<file path="src/rtl/rgb_led_sequencer.sv">
// Table-driven RGB LED sequencer: loops over P_STEPS {hold, r, g, b} entries, PWM-dimming each colour.
// Optional macro RGB_SEQ_FADE_EN: duty regs step one LSB per tick toward the next entry's colour.
module rgb_led_sequencer #(
    parameter int unsigned P_STEPS     = 4,
    parameter int unsigned P_PWM_BITS  = 8,
    parameter int unsigned P_HOLD_BITS = 8,
    parameter int unsigned P_TICK_DIV  = 1024
) (
    input  logic                                  i_clk,
    input  logic                                  i_rst,
    input  logic                                  i_start,
    input  logic                                  i_stop,
    input  logic                                  i_wr_en,
    input  logic [$clog2(P_STEPS)-1:0]            i_wr_addr,
    input  logic [P_HOLD_BITS+3*P_PWM_BITS-1:0]   i_wr_data,
    output logic                                  o_wr_ready,
    output logic                                  o_busy,
    output logic [$clog2(P_STEPS)-1:0]            o_step,
    output logic                                  o_led_r,
    output logic                                  o_led_g,
    output logic                                  o_led_b
);

    localparam int unsigned AW = $clog2(P_STEPS);
    localparam int unsigned PB = P_PWM_BITS;
    localparam int unsigned DW = P_HOLD_BITS + 3 * PB;
    localparam int unsigned PW = $clog2(P_TICK_DIV);
    localparam logic [PW-1:0] TickLast = PW'(P_TICK_DIV - 1);

    typedef enum logic [1:0] {StIdle, StLoad, StHold} state_e;

    state_e                 state_q, state_d;
    logic [DW-1:0]          tbl_q [P_STEPS];
    logic [AW-1:0]          step_q, step_d;
    logic [P_HOLD_BITS-1:0] hold_q, hold_d;
    logic [PW-1:0]          presc_q, presc_d;
    logic [PB-1:0]          pwm_q;
    logic [PB-1:0]          duty_r_q, duty_g_q, duty_b_q;
    logic [PB-1:0]          duty_r_d, duty_g_d, duty_b_d;
    logic                   led_r_q, led_g_q, led_b_q;
    logic                   tick, wr_ready;
    logic [DW-1:0]          cur;

    assign wr_ready = (state_q == StIdle);
    assign tick     = (state_q == StHold) && (presc_q == TickLast);
    assign cur      = tbl_q[step_q];

`ifdef RGB_SEQ_FADE_EN
    logic [3*PB-1:0] nxt_rgb;
    assign nxt_rgb = tbl_q[step_q + AW'(1)][3*PB-1:0];

    function automatic logic [PB-1:0] approach(input logic [PB-1:0] v, input logic [PB-1:0] tgt);
        if (v < tgt) return v + PB'(1);
        if (v > tgt) return v - PB'(1);
        return v;
    endfunction
`endif

    always_comb begin
        state_d  = state_q;
        step_d   = step_q;
        hold_d   = hold_q;
        presc_d  = '0;
        duty_r_d = duty_r_q;
        duty_g_d = duty_g_q;
        duty_b_d = duty_b_q;
        // Stop wins over start; start restarts from step 0 from any state.
        if (i_stop) begin
            state_d  = StIdle;
            step_d   = '0;
            duty_r_d = '0;
            duty_g_d = '0;
            duty_b_d = '0;
        end else if (i_start) begin
            state_d = StLoad;
            step_d  = '0;
        end else begin
            case (state_q)
                StLoad: begin
                    duty_r_d = cur[3*PB-1 -: PB];
                    duty_g_d = cur[2*PB-1 -: PB];
                    duty_b_d = cur[PB-1:0];
                    hold_d   = cur[DW-1 -: P_HOLD_BITS];
                    state_d  = StHold;
                end
                StHold: begin
                    presc_d = tick ? '0 : presc_q + PW'(1);
                    if (tick) begin
`ifdef RGB_SEQ_FADE_EN
                        duty_r_d = approach(duty_r_q, nxt_rgb[3*PB-1 -: PB]);
                        duty_g_d = approach(duty_g_q, nxt_rgb[2*PB-1 -: PB]);
                        duty_b_d = approach(duty_b_q, nxt_rgb[PB-1:0]);
`endif
                        if (hold_q == '0) begin
                            state_d = StLoad;
                            step_d  = step_q + AW'(1);
                        end else begin
                            hold_d = hold_q - P_HOLD_BITS'(1);
                        end
                    end
                end
                default: ;
            endcase
        end
    end

    always_ff @(posedge i_clk or posedge i_rst) begin
        if (i_rst) begin
            state_q  <= StIdle;
            step_q   <= '0;
            hold_q   <= '0;
            presc_q  <= '0;
            pwm_q    <= '0;
            duty_r_q <= '0;
            duty_g_q <= '0;
            duty_b_q <= '0;
            led_r_q  <= 1'b1;
            led_g_q  <= 1'b1;
            led_b_q  <= 1'b1;
        end else begin
            state_q  <= state_d;
            step_q   <= step_d;
            hold_q   <= hold_d;
            presc_q  <= presc_d;
            pwm_q    <= pwm_q + PB'(1);
            duty_r_q <= duty_r_d;
            duty_g_q <= duty_g_d;
            duty_b_q <= duty_b_d;
            led_r_q  <= (state_q == StIdle) ? 1'b1 : ~(pwm_q < duty_r_q);
            led_g_q  <= (state_q == StIdle) ? 1'b1 : ~(pwm_q < duty_g_q);
            led_b_q  <= (state_q == StIdle) ? 1'b1 : ~(pwm_q < duty_b_q);
        end
    end

    always_ff @(posedge i_clk or posedge i_rst) begin
        if (i_rst) begin
            for (int i = 0; i < P_STEPS; i++) tbl_q[i] <= '0;
        end else if (i_wr_en && wr_ready) begin
            tbl_q[i_wr_addr] <= i_wr_data;
        end
    end

    assign o_wr_ready = wr_ready;
    assign o_busy     = ~wr_ready;
    assign o_step     = step_q;
    assign o_led_r    = led_r_q;
    assign o_led_g    = led_g_q;
    assign o_led_b    = led_b_q;

endmodule

</file>
<file path="config.mk">
export PLATFORM = sky130hd
export DESIGN_NAME = rgb_led_sequencer
export DESIGN_NICKNAME = d
export VERILOG_FILES = /design/src/rtl/rgb_led_sequencer.sv
export SDC_FILE = /design/constraint.sdc
export NUM_CORES = 1
export LEC_CHECK = 0
export CELL_PAD_IN_SITES_DETAIL_PLACEMENT = 1
export CELL_PAD_IN_SITES_GLOBAL_PLACEMENT = 2
export CORE_MARGIN = 3
export CORE_UTILIZATION = 39
export CTS_CLUSTER_SIZE = 12
export DETAILED_ROUTE_END_ITERATION = 8
export PLACE_DENSITY_LB_ADDON = 0.1
export SLEW_MARGIN = 20
export SYNTH_ARGS = -nofsm -noshare
export SYNTH_HDL_FRONTEND = slang
export SYNTH_SLANG_ARGS = --single-unit
</file>
<file path="constraint.sdc">
create_clock -name i_clk -period 6.65 [get_ports i_clk]
set_clock_uncertainty 0.15 [all_clocks]
set_input_delay 1.6625 -clock i_clk [delete_from_list [all_inputs] [get_ports i_clk]]
set_output_delay 1.6625 -clock i_clk [all_outputs]
set_load 0.02 [all_outputs]
</file>
==> run summary <==
Final Slew Violations = 0
Syn Inst Count = 608
Postcts setup bufs = 0
Met1 track demand over resource = 0.221
DR WL/cell = 20.3 um
Count of final hold-check violations = 0
Num CTS Buffers = 17
Worst-Skew Late Latency = 0.43 ns
Worst slew pin tran = 0.987 ns
Distinct cells, synth = 49
Seq/Total Area, Yosys = 0.540
Worst reg2reg setup slack = 4.04 ns
Vias in the first global route = 5754
Global-route wire length before repair = 31600 um
EDFF count, synth = 0
Crit-path cells = inv_1, ha_1, clkdlybuf4s50_1
P_leak = 4.11 nW
Clock Pin Slew Worst Setup and Hold Paths = 0.07 ns
Chip width = 154 um
Layout cells sized above 1 = 0.322
Hold Path Origin = presc_q[0]$_DFF_PP0_
Delay of the slowest cell on the worst path = 0.72 ns
Final setup viols = 0
Reg2reg path depth = 6
Avg Cell Area, Syn = 14.1 um2
Pin count of the biggest net entering global routing = 186
WP data required = 4.84 ns
R2R Path End = tbl_q[111]$_DFFE_PP0P_
# DRC = 0
DP HPWL = 11700 um
Final non-filler cell total = 937
Power per cell area = 306 nW/um2
Max cap viols = 0
Starting Density = 0.403
Worst Path Buf+Inv = 2
DIE AREA = 23800 um2
Ys Warns = 0
Initial DRC count = 161
Critical path launch point type = register
CTS H-Tree Depth = 4
P&R area growth vs syn = 15.1%
Post-Route WL = 19000 um
Buffers on Ports = 45
Synthesis-stage register bit count = 185
Initial antenna violation count = 0
Global-route track usage on met2 = 0.291
GPL Wtd Cong = 0.717
Crit Path Class = register to primary output
Final core occ = 0.464
Placed insts = 904
Main synth FF type = dfrtp_1
Family with the most delay on the worst path = buffers and inverters
Final nets = 716
Core Rows = 53
Hold Path Sink = presc_q[0]$_DFF_PP0_
Via count = 5066
Post-synth ARST share = 1.00
DRT Pass-1 Iters = 4
Worst-path maximum fanout = 8
Longest Clk Path Bufs = 2
Post-cts resize count = 0
Hold_buf cts = 0
Setup TNS Final = 0 ns
Synth top area cells = dfrtp_1, mux2_2, mux4_2
Total GRT Usage = 0.168
Root Buffer = clkbuf_16
Fillcell total = 2125
CTS tree = yes
Synthesized area = 8580 um2
Largest area contributor in the netlist = dfrtp_1
I/O pins = 46
GR peak layer = met2
Hold Path Class = register to register
Grt met3 use = 0.0285
Crit path DAT = 2.20 ns
Max VDD drop = 0.171 mV
Fmax = 0.249 GHz
Status = completed
CTS Sinks = 185
Number of vias per cell = 5.41
Tmin final = 4.02 ns
Post-route ant nets = 0
Crit Reg-Reg Startpoint = state_q[0]$_DFFE_PP0P_
Worst setup EP type = primary output
Syn Nets = 675
RSZ-0062 raised after global routing = no
Core region area = 21300 um2
Period utilization = 0.604
Die Height = 154 um
Remaining global-route overflow = 0
Ant diodes = 0
Slowest cell on crit path = clkdlybuf4s50_1
Post-synth top area share = 0.531
WHS Path Cells = 1
Slew HR = 0.342
-- cell type report --
| cell class | count | area [um2] | area share |
|---|---|---|---|
| sequential | 185 | 4630 | 0.469 |
| clock inverter | 15 | 134 | 0.0136 |
| multi-input combinational | 359 | 3660 | 0.371 |
| tap | 275 | 344 | 0.0348 |
| clock buffer | 17 | 425 | 0.0431 |
| inverter | 32 | 124 | 0.0125 |
| timing repair buffer | 54 | 551 | 0.0558 |
-- where the power goes --
part	total, W	internal (W)	switching, W
combinational	0.000540	0.000321	0.000219
sequential	0.00151	0.00137	0.000141
clock	0.000971	0.000494	0.000478
-- registers in the layout, indices dropped and copies added (netlist names), 8 cells and up --
name,cells
hold_q,8
duty_g_q,8
tbl_q,128
presc_q,10
pwm_q,8
duty_r_q,8
duty_b_q,8
-- cell usage after synthesis (2+ instances only) --
cell / n
dfrtp_1: 182
mux2_2: 127
inv_1: 32
mux4_2: 32
ha_1: 28
nor2_1: 26
a22o_1: 24
buf_2: 20
nand3_1: 18
nand2_1: 14
xor2_1: 9
a21oi_1: 7
xnor2_1: 7
a211oi_1: 6
clkbuf_1: 6
and3_1: 5
o21ai_0: 4
a21o_1: 3
a41oi_1: 3
buf_6: 3
dfstp_2: 3
mux2i_1: 3
nand2b_1: 3
nand4_1: 3
nor2b_1: 3
nor3_1: 3
nor3b_1: 3
o31ai_1: 3
a31oi_1: 2
and2_1: 2
and4_1: 2
buf_4: 2
nor4_1: 2
o32a_1: 2
or2_1: 2
-- cell families after synthesis --
logic type	after synthesis	synth area share
flops	185	0.540
xor+xnor	16	0.0163
compound gates	59	0.0544
fa+ha+maj	28	0.0408
simple gates	93	0.0585
mux	163	0.256
buf+inv	64	0.0344
-- cells in the final DEF, fill, tap and decap left out, types with 3 or more instances in the layout --
| cell | n |
|---|---|
| o21ai_0 | 4 |
| ha_1 | 28 |
| nand4_1 | 3 |
| buf_4 | 7 |
| a41oi_1 | 3 |
| mux2i_1 | 3 |
| a22o_1 | 24 |
| o31ai_1 | 3 |
| nor2b_1 | 3 |
| xnor2_1 | 7 |
| mux2_2 | 127 |
| nand3_1 | 18 |
| dfrtp_1 | 181 |
| a211oi_1 | 6 |
| xor2_1 | 9 |
| a21o_1 | 3 |
| clkinv_2 | 3 |
| inv_8 | 3 |
| clkdlybuf4s50_1 | 45 |
| nor3_1 | 3 |
| inv_6 | 4 |
| mux4_2 | 32 |
| inv_1 | 31 |
| nor2_1 | 26 |
| nand2_1 | 14 |
| clkinv_4 | 3 |
| and3_1 | 5 |
| nand2b_1 | 3 |
| clkbuf_16 | 17 |
| nor3b_1 | 3 |
| dfstp_2 | 3 |
| a21oi_1 | 6 |
-- per-stage QoR --
step | hold slack [ns] | power [W] | instance area (um2) | setup WS (ns)
finish | 0.337 | 0.00302 | 9870 | 2.63
global placement | 0.320 | 0.00202 | 9290 | 2.99
CTS | 0.341 | 0.00306 | 9850 | 2.60
floorplan | 0.297 | 0.00189 | 8580 | 2.46
detailed placement | 0.331 | 0.00208 | 9290 | 2.90
global route | 0.365 | 0.00320 | 9870 | 2.54
-- worst max-delay path by stage --
stage                                   end                    from  slack (ns)  depth (start not counted)
detailed placement  duty_b_q[7]$_DFFE_PP0P_                  i_stop        2.90                          4
floorplan           duty_b_q[0]$_DFFE_PP0P_                   i_rst        2.46                          1
CTS                              o_wr_ready  state_q[0]$_DFFE_PP0P_        2.60                          3
global route                     o_wr_ready  state_q[1]$_DFFE_PP0P_        2.54                          3
global placement    duty_b_q[7]$_DFFE_PP0P_                  i_stop        2.99                          4
finish                           o_wr_ready  state_q[0]$_DFFE_PP0P_        2.63                          3
-- routing by layer --
layer | routed length (um) | vias up | share of wire
li1 | - | 2302 | -
met5 | 0 | - | 0
met1 | 8610 | 2689 | 0.45
met3 | 462 | 13 | 0.024
met2 | 9740 | 62 | 0.51
met4 | 193 | 0 | 0.010
Power figures use the tool's default switching activity.
